### src/rtl/camera_frame_receiver.sv
// Receiver for the camera control interface: checks the erase/expose/readout sequence,
// measures exposure length and captures the two ADC rows, tagging each with its row.
module camera_frame_receiver #(
  parameter int ADC_W  = 8,
  parameter int COLS   = 2,
  parameter int EXP_W  = 8,
  parameter int FCNT_W = 8
) (
  input  logic                  clk,
  input  logic                  rst,
  input  logic                  erase,
  input  logic                  expose,
  input  logic                  NRE_1,
  input  logic                  NRE_2,
  input  logic                  ADC,
  input  logic [COLS*ADC_W-1:0] adc_data,
  output logic [COLS*ADC_W-1:0] row_data,
  output logic                  row_valid,
  output logic                  row_sel,
  output logic [EXP_W-1:0]      exp_time,
  output logic                  frame_done,
  output logic [FCNT_W-1:0]     frame_count,
  output logic                  proto_err,
  output logic [2:0]            state_dbg
);
  typedef enum logic [2:0] {
    IDLE = 3'd0, ERASE = 3'd1, ARMED = 3'd2, EXPOSE = 3'd3, READOUT = 3'd4
  } state_t;

  state_t state, state_nxt;
  logic adc_q, r0_done, r1_done;
  logic [EXP_W-1:0] exp_cnt;
  logic adc_rise, nre_any;
  logic err, cap0, cap1, done, exp_load, exp_inc, exp_latch, flags_clr;

  assign adc_rise  = ADC & ~adc_q;
  assign nre_any   = ~NRE_1 | ~NRE_2;
  assign state_dbg = state;

  always_ff @(posedge clk) begin
    if (rst) state <= IDLE;
    else     state <= state_nxt;
  end

  always_comb begin
    state_nxt = state;
    case (state)
      IDLE:    if (erase) state_nxt = ERASE;
      ERASE:   if (!erase) state_nxt = expose ? EXPOSE : ARMED;
      ARMED:   if (erase) state_nxt = ERASE;
               else if (expose) state_nxt = EXPOSE;
      EXPOSE:  if (erase) state_nxt = ERASE;
               else if (!expose) state_nxt = READOUT;
      READOUT: if (erase) state_nxt = ERASE;
               else if (r0_done && r1_done && NRE_1 && NRE_2) state_nxt = IDLE;
      default: state_nxt = IDLE;
    endcase
  end

  // Per-edge actions; erase outside IDLE/ERASE aborts the frame and wins over everything else.
  always_comb begin
    err       = 1'b0;
    cap0      = 1'b0;
    cap1      = 1'b0;
    done      = 1'b0;
    exp_load  = 1'b0;
    exp_inc   = 1'b0;
    exp_latch = 1'b0;
    flags_clr = 1'b0;
    case (state)
      IDLE:  err = ~erase & (expose | nre_any | adc_rise);
      ERASE: begin
        err      = erase & expose;
        exp_load = ~erase & expose;
      end
      ARMED, EXPOSE, READOUT: begin
        if (erase) begin
          err       = 1'b1;
          flags_clr = 1'b1;
        end else if (state == ARMED) begin
          err      = nre_any | adc_rise;
          exp_load = expose;
        end else if (state == EXPOSE) begin
          err       = nre_any | adc_rise;
          exp_inc   = expose;
          exp_latch = ~expose;
          flags_clr = ~expose;
        end else begin
          done = r0_done & r1_done & NRE_1 & NRE_2;
          cap0 = adc_rise & ~NRE_1 & NRE_2 & ~r0_done;
          cap1 = adc_rise & ~NRE_2 & NRE_1 & r0_done & ~r1_done;
          err  = expose | (adc_rise & ~cap0 & ~cap1);
        end
      end
      default: ;
    endcase
  end

  always_ff @(posedge clk) begin
    if (rst) begin
      adc_q       <= 1'b0;
      r0_done     <= 1'b0;
      r1_done     <= 1'b0;
      exp_cnt     <= '0;
      exp_time    <= '0;
      frame_count <= '0;
      frame_done  <= 1'b0;
      proto_err   <= 1'b0;
      row_valid   <= 1'b0;
      row_sel     <= 1'b0;
      row_data    <= '0;
    end else begin
      adc_q      <= ADC;
      proto_err  <= err;
      frame_done <= done;
      row_valid  <= cap0 | cap1;
      if (done) frame_count <= frame_count + 1'b1;
      if (exp_load) exp_cnt <= EXP_W'(1);
      else if (exp_inc && exp_cnt != '1) exp_cnt <= exp_cnt + 1'b1;
      if (exp_latch) exp_time <= exp_cnt;
      if (flags_clr) begin
        r0_done <= 1'b0;
        r1_done <= 1'b0;
      end else begin
        if (cap0) r0_done <= 1'b1;
        if (cap1) r1_done <= 1'b1;
      end
      if (cap0 | cap1) begin
        row_data <= adc_data;
        row_sel  <= cap1;
      end
    end
  end
endmodule

### config.mk
export PLATFORM = sky130hd
export DESIGN_NAME = camera_frame_receiver
export DESIGN_NICKNAME = d
export VERILOG_FILES = /design/src/rtl/camera_frame_receiver.sv
export SDC_FILE = /design/constraint.sdc
export NUM_CORES = 1
export LEC_CHECK = 0
export ABC_AREA = 1
export ABC_CLOCK_PERIOD_IN_PS = 1800
export CAP_MARGIN = 25
export CORE_MARGIN = 2
export CORE_UTILIZATION = 40
export DETAILED_ROUTE_END_ITERATION = 8
export PLACE_DENSITY = 0.67
export RECOVER_POWER = 25
export SLEW_MARGIN = 20
export SYNTH_ARGS = -nofsm -noshare
export SYNTH_HDL_FRONTEND = slang
export SYNTH_SLANG_ARGS = --single-unit
### constraint.sdc
create_clock -name clk -period 1.8 [get_ports clk]
set_input_delay 0.45 -clock clk [delete_from_list [all_inputs] [get_ports clk]]
set_output_delay 0.45 -clock clk [all_outputs]
set_load 0.01 [all_outputs]
Word level (Yosys, flattened, before mapping)
Index checks and enable logic that the tools add are counted.

Input bits: 23. Register bits after elaboration: 50. Logic and storage cells: 107.

Bitwise gates (word level): 31. Muxes and demuxes: 41. Eq/ne operators: 10. Reduce and logical (&&, ||, !) cells: 10. Add/sub/neg operators: 2.

Operator list (number): 1-bit two-way mux (30); 3-bit two-way mux (8); 8-bit by 1-bit adder with 8-bit output, second input constant (2); 1-bit AND (16); 3-bit one-hot mux with 5 select lines (1); 3-bit inequality test, second input constant (3); 1-bit inverter (9); 8-bit inequality test, second input constant (1); 3-bit by 2-bit equality test with 1-bit output, second input constant (2); 1-bit bitwise OR (6); 5-bit AND reduction (1); 1-bit logical AND (4); 2-bit inequality test, second input constant (2); 2-bit OR reduction (2); 3-bit by 1-bit equality test with 1-bit output, second input constant (1); 3-bit equality test, second input constant (1); 3-bit logical NOT (1); 1-bit one-hot mux with 3 select lines (1); 3-bit OR reduction (1); 1-bit one-hot mux with 2 select lines (1); 2-bit nonzero test (1).

Depth between registers and ports, before layout
Gate-level depths: netlist of the first run.

Depth in word-level cells: 13. Mapped depth: 9.

Worst setup path after synthesis of the first run
Ideal clock, no wire load.

Path kind: input to register. From: in ADC. To: reg row_data[0]. Stages on the path: 8. Data arrival time: 1174 ps. Path buffers: 1. Path slack: 513 ps. Cells stage by stage: inv_1 -> nor2_2 -> nand4_1 -> nand2_1 -> nand2_4 -> buf_2 -> nor2_1 -> nor2_1.

Longest elaborated chain between the ends: 10. Elaborated cells on any way between the ends: 17. Classes of those cells: mux: 8; bitwise: 9.

RTL lines: start: declaration (line 15) `input logic ADC,`; 1-bit AND * (line 36) `assign adc_rise = ADC & ~adc_q;`; 1-bit AND (4 in series) (line 91) `cap1 = adc_rise & ~NRE_2 & NRE_1 & r0_done & ~r1_done;`; 1-bit two-way mux (line 83) `end else if (state == EXPOSE) begin`; 1-bit two-way mux (line 80) `end else if (state == ARMED) begin`; 1-bit two-way mux (line 77) `if (erase) begin`; 1-bit two-way mux (line 70) `case (state)`; 1-bit bitwise OR * (line 128) `if (cap0 | cap1) begin`; end signal: assignment (line 129) `row_data <= adc_data;`; end: declaration (line 17) `output logic [COLS*ADC_W-1:0] row_data,`.

Every way passes the cells marked *; elsewhere a longest branch is shown, timed or not. A chain may end at the register's enable or synchronous reset.

Worst setup path after layout of the first run
From: reg frame_count[4]. To: out frame_count[4].

RTL lines: start: declaration (line 22) `output logic [FCNT_W-1:0] frame_count,`; start signal: assignment (line 117) `if (done) frame_count <= frame_count + 1'b1;`.

No word-level cell between the ends.

==> impl_metrics.json, run 1 <==
{
  "r2r_slack_ns": 0.30,
  "drv_cap": 0,
  "fin_crit_ns": 1.73,
  "grt.total_usage": 0.159,
  "post-cts-setup-buffers": 0,
  "fin_skew_ns": 0.0108,
  "overflow": 0,
  "min_path_type": "reg2reg",
  "io_pins": 62,
  "synth_top_area_share": 0.397,
  "timing.final.hold_violations": 0,
  "io_buffers": 61,
  "cts.sinks": 50,
  "critPathBufInv": 1,
  "end_kind": "output port",
  "rows": 28,
  "synth.avg_cell_area_sq_um": 6.83,
  "holdWs_ns": 0.467,
  "syn_nets": 394,
  "swShare": 0.312,
  "finalPower_mw": 2.43,
  "status": "finished clean",
  "synth_seq_area_share": 0.397,
  "drive_gt1_frac": 0.101,
  "seqPwrFrac": 0.479,
  "cts-root-buf": "clkbuf_8",
  "yosysMostFrequentCell": "nand2_1",
  "r2r_end": "frame_count[3]$_SDFFE_PP0P_",
  "netlist_area_sq_um": 2520,
  "grt_max_degree": 34,
  "p_switching_mw": 0.757,
  "dpl.hpwl_mm": 4.09,
  "synthDistinctLibCells": 30,
  "async_flop_share": 0,
  "die_h_um": 83.4,
  "dieWidth_um": 83.4,
  "drt_iter0_markers": 98,
  "p_per_area_nw_per_um2": 730,
  "clock_power_share": 0.275,
  "htree_levels": 2,
  "arrival_ns": 1.28,
  "ff2ff_path_depth": 7,
  "vdd.ir_drop.worst_uv": 463,
  "combPwrFrac": 0.246,
  "num_vias": 2424,
  "max_stage_delay_ns": 0.57,
  "synth_seq_cells": 50,
  "post-route-period-util": 0.959,
  "path_clk_slew_ns": 0.10,
  "start_kind": "register",
  "final_nets": 468,
  "clock_path_buffers": 2,
  "die-area_sq_um": 6950,
  "yosys_warnings": 0,
  "p_leak_nw": 1.47,
  "worstSetupPathType": "reg2out",
  "avgRoutedWirePerCell_um": 10.8,
  "setup_viol": 0,
  "slew_headroom": 0.475,
  "syn2layout_area_growth_pct": 32.0,
  "slew_violations": 0,
  "antenna_found_initial": 0,
  "critPathMaxFanout": 4,
  "grt_setup_unrepaired": "false",
  "routed_wl_mm": 5.59,
  "reg2reg_from": "state_dbg[0]$_SDFFE_PP0P_",
  "ant_nets": 0,
  "crit_chain": "clkdlybuf4s50_1",
  "ys_dominant_reg_cell": "dfxtp_1",
  "cts_tree": "yes",
  "worst_pin_slew_ns": 0.787,
  "start_util": 0.420,
  "avgViaCountPerCell": 4.67,
  "cp_top_family": "buffers and inverters",
  "synthTopCellsByCount": "nand2_1, nor2_1, dfxtp_1",
  "synthCells": 369,
  "synthTopCellsByArea": "dfxtp_1, nand2_1, nor2_1",
  "min_to": "exp_time[3]$_SDFFE_PP0P_",
  "drtPass1Iterations": 4,
  "worstHoldStart": "exp_time[3]$_SDFFE_PP0P_",
  "p_int_mw": 1.67,
  "n_fill_cell": 589,
  "fmax_mhz": 580,
  "crit_slowest_cell": "clkdlybuf4s50_1",
  "synth_area_leader_cell": "dfxtp_1",
  "core_area_sq_um": 5990,
  "crit_required_ns": 1.35,
  "diodes": 0,
  "clk_latency_ns": 0.31,
  "drc_errors": 0,
  "numCtsBuffers": 5,
  "min_path_cells": 2,
  "grt_pass1_vias": 2136,
  "gp_congestion": 0.862,
  "grt_first_pass_wirelength_mm": 9.25,
  "synth_edf_count": 0
}
## layout by cell type, fill, tap and decap left out, types with 2 or more instances in the layout
| master | synthesis | routed |
|---|---|---|
| nand4_1 | 6 | 6 |
| clkbuf_1 | 1 | 2 |
| dlygate4sd3_1 | 0 | 2 |
| nand3_4 | 3 | 3 |
| a21oi_1 | 24 | 24 |
| nand2_4 | 4 | 4 |
| o21ai_0 | 4 | 4 |
| clkbuf_8 | 0 | 5 |
| dfxtp_1 | 50 | 49 |
| nor3_1 | 2 | 2 |
| o21ai_1 | 4 | 4 |
| nor2_1 | 65 | 65 |
| buf_4 | 0 | 14 |
| nand2_1 | 106 | 106 |
| ha_1 | 2 | 2 |
| inv_2 | 3 | 3 |
| clkdlybuf4s50_1 | 0 | 59 |
| nor2_2 | 2 | 4 |
| xor2_1 | 3 | 3 |
| nor2_4 | 3 | 3 |
| nand3_1 | 25 | 25 |
| inv_1 | 42 | 42 |
## logic make-up after synthesis
group,count (synthesis),share of synthesized area
compound gates,33,0.0671
xor+xnor,4,0.0139
fa+ha+maj,2,0.00993
simple gates,222,0.408
flops,50,0.397
buf+inv,58,0.104
## metrics by stage
stage	util	worst slack [ns]	cell area, sq um	TNS (ns)	cells
6_report	0.555	0.0746	3330	0	519
5_1_grt	0.555	0.0136	3330	0	519
4_1_cts	0.561	0.0586	3360	0	519
3_5_place_dp	0.546	-0.103	3270	-1.44	511
3_3_place_gp	0.546	-0.0576	3270	-0.811	511
2_1_floorplan	-	0.513	2520	0	369
## how the worst max path moves through the flow
stage | startpoint | end | slack (ns) | cells after the start
after floorplan | ADC | row_data[0]$_SDFFE_PP0P_ | 0.51 | 8
after global placement | ADC | row_data[9]$_SDFFE_PP0P_ | -0.06 | 8
final | frame_count[4]$_SDFFE_PP0P_ | frame_count[4] | 0.07 | 1
after global routing | frame_count[4]$_SDFFE_PP0P_ | frame_count[4] | 0.01 | 1
after CTS | frame_count[2]$_SDFFE_PP0P_ | frame_count[2] | 0.06 | 1
after detailed placement | NRE_1 | row_data[6]$_SDFFE_PP0P_ | -0.10 | 8
## registers in the layout (all words and copies together) (netlist names)
| register | flops |
|---|---|
| exp_time | 8 |
| frame_count | 8 |
| row_sel | 1 |
| r1_done | 1 |
| row_valid | 1 |
| adc_q | 1 |
| state_dbg | 3 |
| proto_err | 1 |
| row_data | 16 |
| frame_done | 1 |
| exp_cnt | 8 |
| r0_done | 1 |
## layer usage
metal / global-route usage / vias up / part of all wire
met2: 0.256 / 53 / 0.44
met4: 0.0313 / 0 / 0.0061
met1: 0.203 / 1079 / 0.48
li1: - / 1286 / -
met5: 0 / - / 0
met3: 0.0606 / 6 / 0.075
## power by group through the flow
stage	Clock (mW)	Combinational, mW	Sequential [mW]
2_1_floorplan	0	0.395	1.21
3_3_place_gp	0	0.602	1.19
3_5_place_dp	0	0.609	1.19
4_1_cts	0.688	0.611	1.16
5_1_grt	0.733	0.661	1.17
6_report	0.666	0.597	1.16
## final cells by class
type / instances / area, sq um / share of cell area
Multi-Input combinational cell: 261 / 1230 / 0.369
Sequential cell: 50 / 1000 / 0.301
Timing Repair Buffer: 77 / 723 / 0.217
Inverter: 48 / 188 / 0.0564
Tap cell: 75 / 93.8 / 0.0282
Clock buffer: 5 / 68.8 / 0.0207
Clock inverter: 3 / 21.3 / 0.00640
## what timing repair did
action | in CTS | in global routing
hold buffers | 0 | 0
resized for setup | 0 | 1
endpoints found under the setup margin | 0 | 1
No activity file was read; power rests on OpenSTA's default activity.
==> inputs of run 2 (changes only) <==
- CORE_ASPECT_RATIO: unset -> 2
==> impl_metrics.json, run 2 (same netlist as run 1, synthesis figures left out) <==
{
  "status": "finished clean",
  "timing.final.hold_violations": 0,
  "cts_tree": "yes",
  "cts.sinks": 50,
  "largest_reg_flops": 16,
  "gp_congestion": 0.904,
  "final_nets": 471,
  "core_area_sq_um": 6060,
  "p_leak_nw": 1.53,
  "crit_chain": "clkdlybuf4s50_1",
  "ff2ff_path_depth": 6,
  "final_cells": 530,
  "cp_top_family": "buffers and inverters",
  "slew_headroom": 0.470,
  "max_stage_delay_ns": 0.57,
  "fin_skew_ns": 0.00322,
  "numCtsBuffers": 5,
  "drtPass1Iterations": 4,
  "diodes": 0,
  "cts-resized-gates": 0,
  "post-cts-setup-buffers": 0,
  "min_path_type": "reg2reg",
  "ant_nets": 0,
  "dp_cells": 523,
  "die-area_sq_um": 6990,
  "drive_gt1_frac": 0.0987,
  "dieWidth_um": 60.1,
  "clock_path_buffers": 2,
  "avgRoutedWirePerCell_um": 11.4,
  "postLayoutCellArea_sq_um": 3450,
  "finalPower_mw": 2.70,
  "setup_slack_ns": 0.0611,
  "worst_pin_slew_ns": 0.795,
  "drt_iter0_markers": 85,
  "dpl_cell_area_sq_um": 3320,
  "crit_required_ns": 1.35,
  "largest-register": "row_data",
  "syn2layout_area_growth_pct": 37.1,
  "die_h_um": 116,
  "antenna_found_initial": 0,
  "avgViaCountPerCell": 4.68,
  "final_common_cell": "nand2_1",
  "pre_cts_ws_ns": -0.169,
  "io_pins": 62,
  "worstSetupPathType": "reg2out",
  "min_path_cells": 2,
  "setup_viol": 0,
  "num_vias": 2483,
  "vdd.ir_drop.worst_uv": 694,
  "grt_pass1_vias": 2419,
  "post-route-period-util": 0.966,
  "drv_cap": 0,
  "start_kind": "register",
  "path_clk_slew_ns": 0.06,
  "fmax_mhz": 575,
  "dpl.hpwl_mm": 4.70,
  "arrival_ns": 1.29,
  "ctsHoldBuffers": 0,
  "final_cell_mix": "nand2_1, nor2_1, clkdlybuf4s50_1, dfxtp_1, inv_1",
  "clk_latency_ns": 0.29,
  "drc_errors": 0,
  "htree_levels": 2,
  "worstSetupPathDepth": 1,
  "grt_first_pass_wirelength_mm": 10.2,
  "routed_wl_mm": 6.02,
  "fin_crit_ns": 1.74,
  "grt_setup_unrepaired": "false",
  "end_kind": "output port",
  "cts-root-buf": "clkbuf_16",
  "grt_max_degree": 34,
  "rows": 40,
  "grt.total_usage": 0.192,
  "holdWs_ns": 0.461,
  "critPathBufInv": 1,
  "overflow": 0,
  "start_util": 0.416,
  "p_per_area_nw_per_um2": 782,
  "crit_slowest_cell": "clkdlybuf4s50_1",
  "io_buffers": 61,
  "slew_violations": 0,
  "critPathMaxFanout": 4
}
## run 2: cell type report
| cell class | instances | area (sq um) |
|---|---|---|
| Fill cell | 593 | 2600 |
| Multi-Input combinational cell | 261 | 1260 |
| Sequential cell | 50 | 1000 |
| Timing Repair Buffer | 80 | 758 |
| Inverter | 48 | 188 |
| Clock buffer | 6 | 129 |
| Tap cell | 84 | 105 |
| Clock inverter | 1 | 7.51 |
## run 2: final timing paths
path                              from                  endpoint  slack (ns)
max reg2reg  state_dbg[1]$_SDFFE_PP0P_      r0_done$_SDFFE_PP0P_        0.36
min           exp_time[3]$_SDFFE_PP0P_  exp_time[3]$_SDFFE_PP0P_        0.46
max          state_dbg[1]$_SDFFE_PP0P_              state_dbg[1]        0.06
min reg2reg   exp_time[3]$_SDFFE_PP0P_  exp_time[3]$_SDFFE_PP0P_        0.46
## run 2: through the flow
step	TNS, ns	utilization
floorplan	0	-
finish	0	0.570
detailed placement	-3.22	0.548
global route	0	0.570
CTS	0	0.570
global placement	-2.33	0.548
## run 2: power breakdown
part	switching (mW)	leakage, nW	internal (mW)	total, mW
Clock	0.412	0.0629	0.509	0.920
Combinational	0.338	1.06	0.265	0.603
Sequential	0.0358	0.404	1.14	1.18
## run 2: routing by layer
| metal | up-vias | global-route usage | wire length, um |
|---|---|---|---|
| met1 | 1122 | 0.169 | 2070 |
| li1 | 1287 | - | - |
| met5 | - | 0 | 0 |
| met3 | 16 | 0.0520 | 301 |
| met4 | 0 | 0.0948 | 194 |
| met2 | 58 | 0.372 | 3460 |
